$ cat src/rtl/axil_console_pkg.sv
// axil_console_pkg: register map, STATUS layout and UART states for axil_console_uart
package axil_console_pkg;
    localparam logic [1:0] REG_TXDATA = 2'd0;
    localparam logic [1:0] REG_EXIT   = 2'd1;
    localparam logic [1:0] REG_STATUS = 2'd2;
    localparam int ST_EMPTY = 0;
    localparam int ST_FULL  = 1;
    localparam int ST_BUSY  = 2;
    localparam int ST_COUNT = 8;
    typedef enum logic [1:0] {IDLE, START, DATA, STOP} uart_state_t;
endpackage

$ cat src/rtl/console_fifo.sv
// console_fifo: synchronous FIFO with registered occupancy count
module console_fifo #(
    parameter int DEPTH = 16,
    parameter int WIDTH = 8
) (
    input  logic                   clk,
    input  logic                   reset,
    input  logic                   push,
    input  logic                   pop,
    input  logic [WIDTH-1:0]       din,
    output logic [WIDTH-1:0]       dout,
    output logic                   full,
    output logic                   empty,
    output logic [$clog2(DEPTH):0] count
);
    localparam int AW = $clog2(DEPTH);
    logic [WIDTH-1:0] mem [DEPTH];
    logic [AW-1:0] wp, rp;
    logic we, re;
    assign full  = count == (AW+1)'(DEPTH);
    assign empty = count == '0;
    assign we    = push && !full;
    assign re    = pop && !empty;
    assign dout  = mem[rp];
    always_ff @(posedge clk)
        if (we)
            mem[wp] <= din;
    always_ff @(posedge clk) begin
        if (reset) begin
            wp    <= '0;
            rp    <= '0;
            count <= '0;
        end else begin
            wp    <= we ? wp + AW'(1) : wp;
            rp    <= re ? rp + AW'(1) : rp;
            count <= count + (AW+1)'(we) - (AW+1)'(re);
        end
    end
endmodule

$ cat src/rtl/axil_console_uart.sv
// axil_console_uart: AXI4-Lite console/exit peripheral with FIFO-buffered 8N1 UART transmitter
module axil_console_uart
    import axil_console_pkg::*;
#(
    parameter int CLK_DIV    = 16,
    parameter int FIFO_DEPTH = 16
) (
    input  logic        clk,
    input  logic        reset,
    input  logic        s_axi_awvalid,
    output logic        s_axi_awready,
    input  logic [31:0] s_axi_awaddr,
    input  logic [2:0]  s_axi_awprot,
    input  logic        s_axi_wvalid,
    output logic        s_axi_wready,
    input  logic [31:0] s_axi_wdata,
    input  logic [3:0]  s_axi_wstrb,
    output logic        s_axi_bvalid,
    input  logic        s_axi_bready,
    input  logic        s_axi_arvalid,
    output logic        s_axi_arready,
    input  logic [31:0] s_axi_araddr,
    input  logic [2:0]  s_axi_arprot,
    output logic        s_axi_rvalid,
    input  logic        s_axi_rready,
    output logic [31:0] s_axi_rdata,
    output logic        uart_tx,
    output logic        exit_valid,
    output logic [31:0] exit_code
);
    localparam int CW = $clog2(FIFO_DEPTH) + 1;
    localparam int BW = $clog2(CLK_DIV);
    logic aw_lat, w_lat, ar_pend, w_strb0;
    logic [1:0] aw_off;
    logic [31:0] w_data, rd_val, rd_hold, status;
    logic push_req, commit, push, pop, full, empty;
    logic [7:0] dout, sh, sh_n;
    logic [CW-1:0] count;
    uart_state_t state, state_n;
    logic [BW-1:0] baud, baud_n;
    logic [2:0] bit_idx, bit_n;
    logic tx_n, baud_end;
    logic unused_ok;
    assign unused_ok = ^{s_axi_awaddr[31:4], s_axi_awaddr[1:0], s_axi_araddr[31:4], s_axi_araddr[1:0],
                         s_axi_awprot, s_axi_arprot, s_axi_wstrb[3:1]};
    // a full FIFO holds the TXDATA commit, and with it bvalid, until the UART pops
    assign push_req = aw_off == REG_TXDATA && w_strb0;
    assign commit   = aw_lat && w_lat && !s_axi_bvalid && !(push_req && full);
    assign push     = commit && push_req;
    console_fifo #(.DEPTH(FIFO_DEPTH), .WIDTH(8)) u_fifo (
        .clk(clk), .reset(reset), .push(push), .pop(pop), .din(w_data[7:0]),
        .dout(dout), .full(full), .empty(empty), .count(count)
    );
    always_comb begin
        status = '0;
        status[ST_EMPTY] = empty;
        status[ST_FULL] = full;
        status[ST_BUSY] = state != IDLE;
        status[ST_COUNT +: 8] = 8'(count);
        rd_val = s_axi_araddr[3:2] == REG_STATUS ? status : s_axi_araddr[3:2] == REG_EXIT ? exit_code : '0;
    end
    always_ff @(posedge clk) begin
        if (reset) begin
            s_axi_awready <= 1'b0;
            s_axi_wready  <= 1'b0;
            s_axi_bvalid  <= 1'b0;
            s_axi_arready <= 1'b0;
            s_axi_rvalid  <= 1'b0;
            s_axi_rdata   <= '0;
            aw_lat        <= 1'b0;
            w_lat         <= 1'b0;
            ar_pend       <= 1'b0;
            aw_off        <= '0;
            w_data        <= '0;
            w_strb0       <= 1'b0;
            rd_hold       <= '0;
            exit_valid    <= 1'b0;
            exit_code     <= '0;
        end else begin
            s_axi_awready <= s_axi_awvalid && !aw_lat && !s_axi_awready;
            s_axi_wready  <= s_axi_wvalid && !w_lat && !s_axi_wready;
            s_axi_arready <= s_axi_arvalid && !s_axi_rvalid && !ar_pend && !s_axi_arready;
            if (s_axi_awvalid && s_axi_awready) begin
                aw_lat <= 1'b1;
                aw_off <= s_axi_awaddr[3:2];
            end
            if (s_axi_wvalid && s_axi_wready) begin
                w_lat   <= 1'b1;
                w_data  <= s_axi_wdata;
                w_strb0 <= s_axi_wstrb[0];
            end
            if (commit) begin
                aw_lat       <= 1'b0;
                w_lat        <= 1'b0;
                s_axi_bvalid <= 1'b1;
                if (aw_off == REG_EXIT && !exit_valid) begin
                    exit_valid <= 1'b1;
                    exit_code  <= w_data;
                end
            end else if (s_axi_bready)
                s_axi_bvalid <= 1'b0;
            if (s_axi_arvalid && s_axi_arready) begin
                ar_pend <= 1'b1;
                rd_hold <= rd_val;
            end
            if (ar_pend) begin
                ar_pend      <= 1'b0;
                s_axi_rvalid <= 1'b1;
                s_axi_rdata  <= rd_hold;
            end else if (s_axi_rready)
                s_axi_rvalid <= 1'b0;
        end
    end
    always_ff @(posedge clk) begin
        if (reset) begin
            state   <= IDLE;
            baud    <= '0;
            bit_idx <= '0;
            sh      <= '0;
            uart_tx <= 1'b1;
        end else begin
            state   <= state_n;
            baud    <= baud_n;
            bit_idx <= bit_n;
            sh      <= sh_n;
            uart_tx <= tx_n;
        end
    end
    // STOP chains straight into START when another byte is waiting
    always_comb begin
        state_n  = state;
        baud_n   = baud;
        bit_n    = bit_idx;
        sh_n     = sh;
        tx_n     = uart_tx;
        pop      = 1'b0;
        baud_end = baud == BW'(CLK_DIV - 1);
        case (state)
            IDLE:
                if (!empty) begin
                    pop     = 1'b1;
                    sh_n    = dout;
                    state_n = START;
                    baud_n  = '0;
                    tx_n    = 1'b0;
                end
            START: begin
                baud_n = baud_end ? '0 : baud + BW'(1);
                if (baud_end) begin
                    state_n = DATA;
                    bit_n   = '0;
                    tx_n    = sh[0];
                end
            end
            DATA: begin
                baud_n = baud_end ? '0 : baud + BW'(1);
                if (baud_end && bit_idx == 3'd7) begin
                    state_n = STOP;
                    tx_n    = 1'b1;
                end else if (baud_end) begin
                    bit_n = bit_idx + 3'd1;
                    sh_n  = sh >> 1;
                    tx_n  = sh[1];
                end
            end
            default: begin
                baud_n = baud_end ? '0 : baud + BW'(1);
                if (baud_end && !empty) begin
                    pop     = 1'b1;
                    sh_n    = dout;
                    state_n = START;
                    tx_n    = 1'b0;
                end else if (baud_end)
                    state_n = IDLE;
            end
        endcase
    end
endmodule

$ cat config.mk
export PLATFORM = sky130hd
export DESIGN_NAME = axil_console_uart
export DESIGN_NICKNAME = d
export VERILOG_FILES = /design/src/rtl/axil_console_pkg.sv /design/src/rtl/console_fifo.sv /design/src/rtl/axil_console_uart.sv
export SDC_FILE = /design/constraint.sdc
export NUM_CORES = 1
export LEC_CHECK = 0
export CAP_MARGIN = 20
export CORE_MARGIN = 2
export CORE_UTILIZATION = 54
export DETAILED_ROUTE_END_ITERATION = 6
export PLACE_DENSITY = 0.81
export SYNTH_ARGS = -nofsm -noshare
export SYNTH_HDL_FRONTEND = slang
export SYNTH_SLANG_ARGS = --single-unit
$ cat constraint.sdc
create_clock -name clk -period 3.5 [get_ports clk]
set_input_delay 0.35 -clock clk [delete_from_list [all_inputs] [get_ports clk]]
set_output_delay 0.35 -clock clk [all_outputs]
set_load 0.02 [all_outputs]
==> qor.csv <==
stage,metric,value,unit
detailed_routing,drc_errors,0,
detailed_routing,drt_first_pass_iters,5,
hold_path,hold_class,in2reg,
floorplanning,start_util,55.36,%
flow_run,maxCapViolCount,0,
setup_path,cpPeakStageDelay,0.46,ns
synthesis,syn-cell-area,11710,um2
cells_and_area,antenna_cells,0,
cells_and_area,layout-drive-gt1-share,10.19,%
synthesis,synth-edff-count,128,
synthesis,synth-seq-area-share,62.74,%
floorplanning,die_x,151.3,um
setup_path,cp.buffers_inverters,0,
placed_design,portBuffers,114,
clocking,ctsHoldBuffers,0,
clocking,postCtsResizedCells,0,
synthesis,synth_area_leaders,"edfxtp_1 (33%), dfxtp_1 (30%), nand2_1 (4.9%)",
global_routing,antenna_found_initial,0,
clocking,clock_sinks,303,
setup_path,crit_slowest_cell,fa_1,
global_routing,grt_usage,22.63,%
setup_path,cp.required,3.97,ns
setup_path,crit_cells,9,
synthesis,synth.avg_cell_area,11.87,um2
sta,whs,0.3338,ns
sta,slew_violations,0,
sta,fmax,349.8,MHz
floorplanning,coreArea,21150,um2
sta,worstMarginPinSlew,0.8635,ns
detailed_routing,vias_per_cell,5.780,
sta,rsz0062_at_grt,no,
cells_and_area,design_area,14150,um2
clocking,cts_buffers,30,
synthesis,ys_warn_count,0,
clocking,cts_root_buf,clkbuf_16,
sta,relSlewSlack,42.22,%
setup_path,r2r-start,baud[0],
setup_path,endpoint_kind,flip-flop,
global_routing,grt_max_degree,108,
sta,hold_viol,0,
setup_path,path_class,reg2reg,
placed_design,place_area,13100,um2
synthesis,yosysMostFrequentCell,dfxtp_1,
setup_path,cp-startpoint,baud[0],
sta,finalSetupTns,0,ns
synthesis,yosysUniqueCellTypes,56,
global_routing,grt_pass1_wl,40560,um
setup_path,arrival,3.33,ns
clocking,h-tree-depth,1,
synthesis,yosys_most_used_dff,dfxtp_1,
global_routing,overflow,0,
setup_path,cpMostUsedCell,a21oi_1,
placed_design,dp.final_hpwl,16380,um
floorplanning,die_h,151.3,um
sta,fin_crit_sh,81.67,%
global_routing,grt_pass1_vias,7701,
detailed_routing,dr_total_vias,8058,
setup_path,path_delay_family,adder cells,
sta,period_minus_slack,2.859,ns
setup_path,critPathMaxFanout,10,
clocking,clock_latency,0.54,ns
detailed_routing,finalWirelength,26210,um
detailed_routing,antenna_left,0,
synthesis,synth_top_area_share,32.82,%
synthesis,synth_commonest_cells,"dfxtp_1 (175), nand2_1 (154), edfxtp_1 (128)",
sta,setup_violations,0,
setup_path,setup.worst_path.start_class,flip-flop,
clocking,cts_setup_buffers,0,
synthesis,netlist_instances,987,
pwr,cellPowerDensity,619.4,nW/um2
synthesis,yosys.area.top_type,edfxtp_1,
floorplanning,io_pins,184,
setup_path,rrSetupSlack,0.64,ns
setup_path,cp-endpoint,u_fifo.count[4],
setup_path,reg2reg_depth,9,
clocking,cts_tree,yes,
setup_path,cp_cell_sequence,"ha_1, nand4_1, a21oi_1, nand2b_1, fa_1, a21oi_1, nor2_1, or3_1, a21oi_1",
clocking,cts_max_path_buffers,3,
cells_and_area,nNetsFinal,1226,
floorplanning,dieArea,22880,um2
clocking,clk_pin_slew,0.06,ns
run_status,status,"finished, final reports clean",
synthesis,async_flop_share,0,%
sta,fin_skew,0.01141,ns
pwr,p_leak,4.835,nW
setup_path,r2r-end,u_fifo.count[4],
cells_and_area,areaGrowthSynthToFinish,20.87,%
floorplanning,rows,53,
placed_design,gp_congestion,0.7873,
pwr,peakVddDrop,492.1,uV
synthesis,syn_nets,1118,
detailed_routing,drt_iter0_markers,669,
detailed_routing,routedWlPerCell,18.80,um
synthesis,synth-seq-cells,303,
==> cell families after synthesis <==
family                     share of synthesized area, %
and+or+nand+nor                                   12.75
DFF                                               62.74
AOI/OAI and AO/OA                                 8.868
buffers and inverters                             3.162
muxes                                             9.829
adders and majority gates                         1.987
xor gates and xnor gates                         0.6731
==> worst min path at each step <==
stage,slack [ns],cells past startpoint,start,endpoint
final,0.33,2,reset,baud[0]
after global routing,0.35,3,s_axi_wdata[0],w_data[0]
after CTS,0.33,3,s_axi_wdata[21],w_data[21]
after detailed placement,0.44,2,w_data[18],exit_code[18]
after global placement,0.44,2,w_data[15],exit_code[15]
after floorplan,0.43,2,w_data[10],exit_code[10]
==> power breakdown <==
group | total (W) | internal [W] | switching [W]
sequential | 0.00398 | 0.00380 | 0.000182
clock | 0.00322 | 0.00190 | 0.00132
combinational | 0.00156 | 0.000758 | 0.000800
==> routing by layer <==
layer  vias to the layer above  share of wire (%)  global-route usage, %
met4                         0                2.3                  6.028
li1                       3759                  -                      -
met3                        55                7.2                  5.392
met2                       262                 50                  37.76
met1                      3982                 41                  29.83
met5                         -                  0                      0
==> through the flow <==
step / setup WS, ns / std cells / total power (W) / utilization [%]
after floorplan: 0.8996 / 987 / 0.005235 / -
after global placement: 0.7468 / 1336 / 0.005551 / 61.90
after detailed placement: 0.6717 / 1336 / 0.005591 / 61.90
after CTS: 0.6520 / 1392 / 0.008801 / 66.69
after global routing: 0.3514 / 1394 / 0.009113 / 66.91
final: 0.6414 / 1394 / 0.008767 / 66.91
==> final cells by class <==
| type | instances | area, um2 |
|---|---|---|
| clock buffers | 40 | 873.3 |
| clock inverters | 16 | 138.9 |
| fillers | 1427 | 6999 |
| inverters | 13 | 48.80 |
| multi-input cells | 605 | 3994 |
| flip-flops and latches | 303 | 7350 |
| well taps | 275 | 344.1 |
| repair buffers | 142 | 1406 |
==> placed cells by master, fill, tap and decap left out, types with 4 or more instances in the layout <==
cell type and instances:
dfxtp_1 173, nand2_1 154, edfxtp_1 128, clkdlybuf4s50_1 113, nor2_1 106, a21oi_1 85
mux2i_1 37, a22oi_1 37, clkbuf_16 32, buf_4 25, nor3_1 23, mux4_2 22
ha_1 17, inv_1 13, nand3_1 12, o21ai_0 10, mux4_1 10, clkinv_2 9
nor2b_1 8, a221oi_1 8, a21o_1 8, nand2b_1 7, xnor2_1 7, and2_1 6
a311oi_1 6, clkbuf_8 4
==> flip-flops by register name (all words and copies together) (netlist names), 4 cells and up, named ones only <==
signal / cells
sh: 8
s_axi_rdata: 32
u_fifo.rp: 4
rd_hold: 32
u_fifo.count: 5
u_fifo.mem: 128
exit_code: 32
w_data: 32
u_fifo.wp: 4
baud: 4
No activity file was read; power rests on OpenSTA's default activity.
